**src/rtl/gradient_controller_pkg.sv**
```systemverilog
// Shared definitions for the gradient-descent training controller.
//   - FSM state encoding used by gradient_controller
//   - fixed-point word geometry: 10.10 data words, 32-bit accumulators
//   - fx_mul: signed 10.10 x 10.10 multiply, realigned back to 10.10
package gradient_controller_pkg;

  localparam int WORD_W = 20;
  localparam int FRAC_W = 10;
  localparam int ACC_W  = 32;

  typedef enum logic [2:0] {
    IDLE,
    INIT,
    FETCH,
    EVAL,
    UPDATE,
    DONE
  } state_t;

  // Full 40-bit signed product, then keep bits [29:10] so the result is
  // 10.10 again. Integer overflow above bit 29 is discarded.
  function automatic logic [WORD_W-1:0] fx_mul(input logic signed [WORD_W-1:0] a,
                                               input logic signed [WORD_W-1:0] b);
    logic signed [2*WORD_W-1:0] p;
    p = a * b;
    return WORD_W'(p >>> FRAC_W);
  endfunction

endpackage

```
**src/rtl/gradient_controller_grad_accumulator.sv**
```systemverilog
// grad_accumulator: per-epoch gradient sums for the training controller.
//   clk, reset       : clock and synchronous active-high reset
//   clr              : zero both sums (start of an epoch)
//   acc_en           : add the current sample's contribution
//   err, x           : error (Y - h) and feature of the current sample, 10.10
//   delta_b0/delta_b1: sums scaled by the learning rate, truncated to 20 bits
module grad_accumulator
  import gradient_controller_pkg::*;
#(
  parameter int LR_SHIFT = 10
) (
  input  logic              clk,
  input  logic              reset,
  input  logic              clr,
  input  logic              acc_en,
  input  logic [WORD_W-1:0] err,
  input  logic [WORD_W-1:0] x,
  output logic [WORD_W-1:0] delta_b0,
  output logic [WORD_W-1:0] delta_b1
);

  logic signed [ACC_W-1:0]  sum_e_reg;
  logic signed [ACC_W-1:0]  sum_ex_reg;
  logic        [WORD_W-1:0] ex_term;

  assign ex_term = fx_mul(err, x);

  // Sums wrap silently; a 32-bit range is ample for 255 samples of 10.10.
  always_ff @(posedge clk) begin
    if (reset || clr) begin
      sum_e_reg  <= '0;
      sum_ex_reg <= '0;
    end else if (acc_en) begin
      sum_e_reg  <= sum_e_reg  + {{(ACC_W-WORD_W){err[WORD_W-1]}}, err};
      sum_ex_reg <= sum_ex_reg + {{(ACC_W-WORD_W){ex_term[WORD_W-1]}}, ex_term};
    end
  end

  // Arithmetic shift keeps negative gradients negative for any shift amount.
  assign delta_b0 = WORD_W'(sum_e_reg >>> LR_SHIFT);
  assign delta_b1 = WORD_W'(sum_ex_reg >>> LR_SHIFT);

endmodule

```
**src/rtl/gradient_controller.sv**
```systemverilog
// gradient_controller: batch gradient-descent trainer for h = b0 + b1*x.
// Walks the dataset once per epoch, accumulates err and err*x, then moves
// b0/b1 by the learning-rate-scaled sums. Repeats for EPOCHS epochs.
//   clk, reset        : clock, synchronous active-high reset
//   start             : run request (honoured only in IDLE)
//   mem_addr          : dataset read address (memory has 1-cycle read latency)
//   mem_x, mem_y      : dataset read data, unsigned 10.10
//   x_out, y_out      : registered sample presented to the error checker
//   err               : error checker result Y - h, signed 10.10
//   ec_en, ec_init    : error checker enable / log restart
//   b0, b1            : current coefficients, 10.10
//   epoch             : completed epochs in the current/last run
//   busy, done        : run in progress / one-cycle completion pulse
module gradient_controller
  import gradient_controller_pkg::*;
#(
  parameter int N_SAMPLES = 150,
  parameter int EPOCHS    = 100,
  parameter int LR_SHIFT  = 10
) (
  input  logic              clk,
  input  logic              reset,
  input  logic              start,
  output logic [7:0]        mem_addr,
  input  logic [WORD_W-1:0] mem_x,
  input  logic [WORD_W-1:0] mem_y,
  output logic [WORD_W-1:0] x_out,
  output logic [WORD_W-1:0] y_out,
  input  logic [WORD_W-1:0] err,
  output logic              ec_en,
  output logic              ec_init,
  output logic [WORD_W-1:0] b0,
  output logic [WORD_W-1:0] b1,
  output logic [7:0]        epoch,
  output logic              busy,
  output logic              done
);

  localparam logic [7:0] LAST_IDX  = 8'(N_SAMPLES - 1);
  localparam logic [7:0] EPOCH_END = 8'(EPOCHS);

  state_t            state_reg, state_next;
  logic [7:0]        index_reg;
  logic [7:0]        addr_reg;
  logic [7:0]        epoch_reg;
  logic [7:0]        epoch_inc;
  logic [WORD_W-1:0] x_reg, y_reg, b0_reg, b1_reg;
  logic              acc_clr, acc_en;
  logic [WORD_W-1:0] delta_b0, delta_b1;

  assign epoch_inc = epoch_reg + 8'd1;

  grad_accumulator #(
    .LR_SHIFT(LR_SHIFT)
  ) u_acc (
    .clk     (clk),
    .reset   (reset),
    .clr     (acc_clr),
    .acc_en  (acc_en),
    .err     (err),
    .x       (x_reg),
    .delta_b0(delta_b0),
    .delta_b1(delta_b1)
  );

  always_comb begin
    state_next = state_reg;
    busy       = 1'b0;
    done       = 1'b0;
    ec_en      = 1'b0;
    ec_init    = 1'b0;
    acc_clr    = 1'b0;
    acc_en     = 1'b0;
    case (state_reg)
      IDLE: begin
        if (start) state_next = INIT;
      end
      INIT: begin
        busy       = 1'b1;
        acc_clr    = 1'b1;
        // epoch is still 0 only during the first epoch of a run
        ec_init    = (epoch_reg == 8'd0);
        state_next = FETCH;
      end
      FETCH: begin
        busy       = 1'b1;
        state_next = EVAL;
      end
      EVAL: begin
        busy       = 1'b1;
        ec_en      = 1'b1;
        acc_en     = 1'b1;
        state_next = (index_reg == LAST_IDX) ? UPDATE : FETCH;
      end
      UPDATE: begin
        busy       = 1'b1;
        state_next = (epoch_inc == EPOCH_END) ? DONE : INIT;
      end
      DONE: begin
        done       = 1'b1;
        state_next = IDLE;
      end
      default: state_next = IDLE;
    endcase
  end

  always_ff @(posedge clk) begin
    if (reset) begin
      state_reg <= IDLE;
      index_reg <= '0;
      addr_reg  <= '0;
      epoch_reg <= '0;
      x_reg     <= '0;
      y_reg     <= '0;
      b0_reg    <= '0;
      b1_reg    <= '0;
    end else begin
      state_reg <= state_next;
      case (state_reg)
        IDLE: begin
          if (start) begin
            epoch_reg <= '0;
            b0_reg    <= '0;
            b1_reg    <= '0;
            index_reg <= '0;
            addr_reg  <= '0;
          end
        end
        FETCH: begin
          x_reg    <= mem_x;
          y_reg    <= mem_y;
          // The memory needs the next address one cycle ahead of the next
          // FETCH, so advance it here; it is 0 again when the epoch ends.
          addr_reg <= (index_reg == LAST_IDX) ? 8'd0 : index_reg + 8'd1;
        end
        EVAL: begin
          index_reg <= (index_reg == LAST_IDX) ? 8'd0 : index_reg + 8'd1;
        end
        UPDATE: begin
          b0_reg    <= b0_reg + delta_b0;
          b1_reg    <= b1_reg + delta_b1;
          epoch_reg <= epoch_inc;
        end
        default: ;
      endcase
    end
  end

  assign mem_addr = addr_reg;
  assign x_out    = x_reg;
  assign y_out    = y_reg;
  assign b0       = b0_reg;
  assign b1       = b1_reg;
  assign epoch    = epoch_reg;

endmodule

```
**config.mk**
```make
export PLATFORM = sky130hd
export DESIGN_NAME = gradient_controller
export DESIGN_NICKNAME = d
export VERILOG_FILES = /design/src/rtl/gradient_controller_pkg.sv /design/src/rtl/gradient_controller_grad_accumulator.sv /design/src/rtl/gradient_controller.sv
export SDC_FILE = /design/constraint.sdc
export NUM_CORES = 1
export LEC_CHECK = 0
export ABC_CLOCK_PERIOD_IN_PS = 16600
export CAP_MARGIN = 20
export CORE_MARGIN = 1
export CORE_UTILIZATION = 25
export DETAILED_ROUTE_END_ITERATION = 16
export DONT_BUFFER_PORTS = 1
export PLACE_DENSITY = 0.35
export SLEW_MARGIN = 20
export SYNTH_ARGS = -nofsm -noshare
export SYNTH_HDL_FRONTEND = slang
export SYNTH_SLANG_ARGS = --single-unit
```
**constraint.sdc**
```tcl
create_clock -name clk -period 16.6 [get_ports clk]
set_input_delay 4.15 -clock clk [delete_from_list [all_inputs] [get_ports clk]]
set_output_delay 4.15 -clock clk [all_outputs]
set_load 0.005 [all_outputs]
```
* Word level (Yosys, flattened, before mapping)
Index checks and enable logic that the tools add are counted.
Storage, ports and cells: register bits 171, word-level logic and storage cells 52
Cells by class: $add $sub $neg 6, multiply operators 1, equality and inequality tests 8, mux-type cells 17, reductions and logical operators 10
Operator list (number):
- $pmux W20 S2 | 2
- $add A32 B32 Y32 | 2
- $pmux W8 S2 | 3
- $add A20 B20 Y20 | 2
- $mul A20 B20 Y30 | 1
- $mux W20 | 1
- $add A8 B1 Y8 const B | 2
- $mux W8 | 2
- $pmux W3 S5 | 1
- $mux W3 | 3
- $eq A8 B7 Y1 const B | 1
- $eq A8 B8 Y1 const B | 1
- $logic_not A8 Y1 | 1
- $eq A3 B2 Y1 const B | 2
- $eq A3 B3 Y1 const B | 2
- $reduce_and A2 Y1 | 3
- $reduce_bool A2 Y1 | 3
- $mux W1 | 5
- $reduce_or A4 Y1 | 1
- $eq A3 B1 Y1 const B | 1
- $logic_not A3 Y1 | 1
- $ne A2 B2 Y1 const B | 1
- $logic_or A1 B1 Y1 | 1

* Depth between registers and ports, before layout
word-level depth 4, gate-level depth with buffers 40, mapped depth without buffers 39

* By module
A second synthesis with hierarchy kept.
Second synthesis, totals: cells, all modules 2610, area total of the unflattened synthesis 22380.2 sq um
Modules (own cells, without submodules):
- grad_accumulator | times used 1, cells each 1889, area an instance 16503.3 sq um
- gradient_controller | times used 1, cells each 721, area an instance 5876.9 sq um

* Worst setup path after synthesis
OpenSTA, ideal clock, no wires.
kind in2reg, from input port err[10], to register u_acc.sum_ex_reg[29], library setup time 0.067 ns, arrival 12.787 ns, required time 16.533 ns, slack 3.745 ns, cell stages on the path 34, cell sequence clkbuf_1 > clkbuf_1 > nand2_1 > fa_1 > fa_1 > fa_1 > fa_1 > inv_1 > fa_1 > fa_1 > inv_1 > fa_1 > inv_1 > ha_1 > a21oi_1 > o21ai_1 > a221oi_2 > a21oi_1 > a31o_1 > a221o_2 > a211o_1 > a21o_1 > xnor2_1 > ha_1 > a21o_1 > a21o_1 > a21oi_1 > o21ai_0 > a21oi_1 > o21ai_1 > a211oi_2 > xnor3_1 > or3_1 > a21oi_2
Between the ends: longest elaborated chain between the ends 2
RTL lines:
- start: declaration | RTL line gradient_controller.sv:29 | input logic [WORD_W-1:0] err,
- $mul A20 B20 Y30 | RTL line gradient_controller_pkg.sv:25 | p = a * b;
- $add A32 B32 Y32 | RTL line gradient_controller_grad_accumulator.sv:35 | sum_ex_reg <= sum_ex_reg + {{(ACC_W-WORD_W){ex_term[WORD_W-1]}}, ex_term};
- end signal: assignment | RTL line gradient_controller_grad_accumulator.sv:35
- end: declaration | RTL line gradient_controller_grad_accumulator.sv:23 | logic signed [ACC_W-1:0] sum_ex_reg;
Every way passes these cells. A chain may end at the register's enable or synchronous reset.

* Worst setup path after layout
Ends and elaborated chain as after synthesis.

==> results.md <==
* Status: finished clean
* Finished Core Util at roughly 27%
* Final worst setup slack at 3.80 ns
* Hpwl dp at 51500 um
* GR peak layer: met2
* #FFs+latches synth at 167
* Slowest stage delay, CP at ~0.85 ns
* Drt total wl at 66300 um
* Met1 Use GR at ~22%
* Pins Over Slew Limit at 0
* Total power at between 0.003 and 0.004 W
* Core Footprint at 86900 um2
* Final setup vio count at 0
* DIE WIDTH at about 300 um
* EDFF count, synth at 0
* Initial antenna violation count at 4
* Max-cap violation count at 0
* Syn Nets at ~3.2k
* Ys Warns at 0
* Via density at 4.54
* CTS buffer count at 17
* Area of the die at 89000 um2
* Worst Max-Slew Pin Slew at about 1.1 ns
* Leakage at 11.0 nW
* Clock net sink count at 167
* Row cnt at 108
* Met2 Track Usage GR at a little under a quarter
* Root buffer cell: clkbuf_16
* Total GRT Usage at between 15 and 20%
* Post-Place Setup Slack at 3.25 ns
* Worst-path clk slew at approximately 0.090 ns
* Fin. Hold Viols at 0
* CP Capture Type: register
* Vias at approximately 17k
* Most frequent CP cell: fa_1
* RSZ-0062 raised after global routing: false
* Fin crit share at 77.1%
* Fin crit period at 12.80 ns
* Netlist cell types at 75
* Initial core utilization at between 20% and 30%
* Vias in the first global route at between 15k and 20k
* Maximum clock path buffer count at 2
* Worst vdd ir at 0.0000979 V
* Clk Latency, worst-skew pair at 0.51 ns
* Critical path launch point type: input pin
* Post-Synthesis Cells at 2599
* Avg Cell Area, Syn at 8.45 um2
* Postcts setup bufs at 0
* Critical-path top delay cell: xnor2_1
* Asr flop ratio synth at 0%
* Post-CTS Hold Fix Bufs at 0
* Largest net degree at the start of global routing at 103
* Worst setup path class: in -> reg
* Final ANT Viol Nets at 0
* Resized Gates After CTS at 0
* First-pass GRT wire length at between 100000 and 150000 um
* Wirelength per Cell at approximately 18 um
* Gpl congestion at 0.796
* Gr ovfl total at 0
* Arrival time at the worst endpoint at around 13 ns
* CP Data Required Time at 17.03 ns
* Number of port buffers at 0
* HP Class: reg -> reg
* First DRT Iteration DRCs at about 800
* CP Max Fanout at 21
* First drt pass iteration count at 5
* Proportion of layout cells with a drive suffix above 1 at 3.47%
* Nets at roughly 3.1k
* DR DRC count at 0
* Worst Skew at 0.0204 ns
* P&R area growth vs syn at 8.17%
* Setup TNS Final at 0 ns
* # IOs at between 150 and 200
* Ys flop type: dfxtp_1
* H-Tree Depth at 4
* Met3 Track Usage GR at 3.40%
* Post-Syn Area at 22000 um2
* Die Y at 298 um
* Post-synthesis sequential area ratio at between 10% and 20%
* P per Cell Area at 130 nW/um2
* FMAX at slightly below 0.08 GHz
* Worst hold margin at 0.456 ns
* TritonCTS clock tree: yes
* Max-Slew Margin vs Limit at 27.3%
cell usage after synthesis (34+ instances only):
master	n	area [um2]
inv_1	401	1510
nand2_1	360	1350
fa_1	313	6270
and2_1	199	1240
ha_1	196	2450
a21oi_1	167	836
dfxtp_1	167	3340
nor2_1	149	559
clkbuf_1	102	383
xnor2_1	91	797
o21ai_0	44	220
a22oi_1	41	308
a21o_1	37	278
nand3_1	34	170
per-stage QoR:
step / area [um2] / instances
3_3_place_gp: 23100 / 3659
6_report: 23800 / 3693
3_5_place_dp: 23100 / 3659
5_1_grt: 23700 / 3692
4_1_cts: 23700 / 3691
2_1_floorplan: 22000 / 2599
final cells by class:
| class | count | area [um2] |
|---|---|---|
| fillers | 9365 | 63100 |
| well taps | 1155 | 1450 |
| clock buffers | 18 | 429 |
| inverters | 401 | 1510 |
| flip-flops and latches | 167 | 3340 |
| diodes | 1 | 2.50 |
| clock inverters | 14 | 169 |
| multi-input cells | 1914 | 16700 |
| repair buffers | 23 | 185 |
power breakdown:
part | switching, W | internal [W]
Sequential | 0.0000368 | 0.000430
Clock | 0.000239 | 0.000205
Combinational | 0.00131 | 0.000865
path summary, 6_finish.rpt:
check | depth (start not counted) | endpoint | slack, ns | startpoint
min | 2 | u_acc.sum_e_reg[9]$_SDFFE_PP0P_ | 0.46 | u_acc.sum_e_reg[9]$_SDFFE_PP0P_
min reg2reg | 2 | u_acc.sum_e_reg[9]$_SDFFE_PP0P_ | 0.46 | u_acc.sum_e_reg[9]$_SDFFE_PP0P_
max | 34 | u_acc.sum_ex_reg[29]$_SDFFE_PP0P_ | 3.80 | err[10]
max reg2reg | 33 | u_acc.sum_ex_reg[29]$_SDFFE_PP0P_ | 6.38 | x_out[12]$_SDFFE_PP0P_
placed cells by master, fill, tap and decap left out, types with 5 or more instances in the layout:
cell	instances
clkbuf_16	17
nor3_1	24
xor2_1	32
a21o_1	37
buf_4	22
a31oi_1	8
nor4_1	6
a22o_1	11
nand2_1	359
a211o_1	6
nor2b_1	6
o21a_1	25
a21oi_1	167
o21ai_1	13
ha_1	196
o21ai_0	44
or2_2	6
or3_1	12
and2_1	198
a211oi_2	5
nand3_1	34
a211oi_1	16
xnor2_1	91
and3_1	13
nand4_1	8
dfxtp_1	167
fa_1	313
nor2_1	149
a22oi_1	41
nand2b_1	13
inv_1	400
o21bai_1	12
metal layers:
layer  share of wire (%)  wire (um)
met5               0.020         13
met2                  43      28700
met4                 1.3        854
met3                 5.0       3350
met1                  50      33400
kinds of logic (layout without fill, tap and decap cells):
logic type | count (synthesis) | count (layout) | synth area share [%]
AND/OR/NAND/NOR | 847 | 847 | 18.2
flip-flops | 167 | 167 | 15.2
adder cells (fa/ha/maj) | 509 | 509 | 39.7
XOR/XNOR | 124 | 124 | 5.01
buffers and inverters | 518 | 456 | 8.88
multiplexers | 3 | 3 | 0.137
other | 0 | 1 | 0
AO/OA/AOI/OAI | 431 | 431 | 12.9
worst max-delay path, delay by kind of cell:
family / cells / cell delay [ns]
simple gates: 2 / 0.49
fa+ha+maj: 9 / 4.23
buf+inv: 6 / 0.31
xor+xnor: 2 / 1.09
compound gates: 15 / 2.89
No activity file was read; power rests on OpenSTA's default activity.
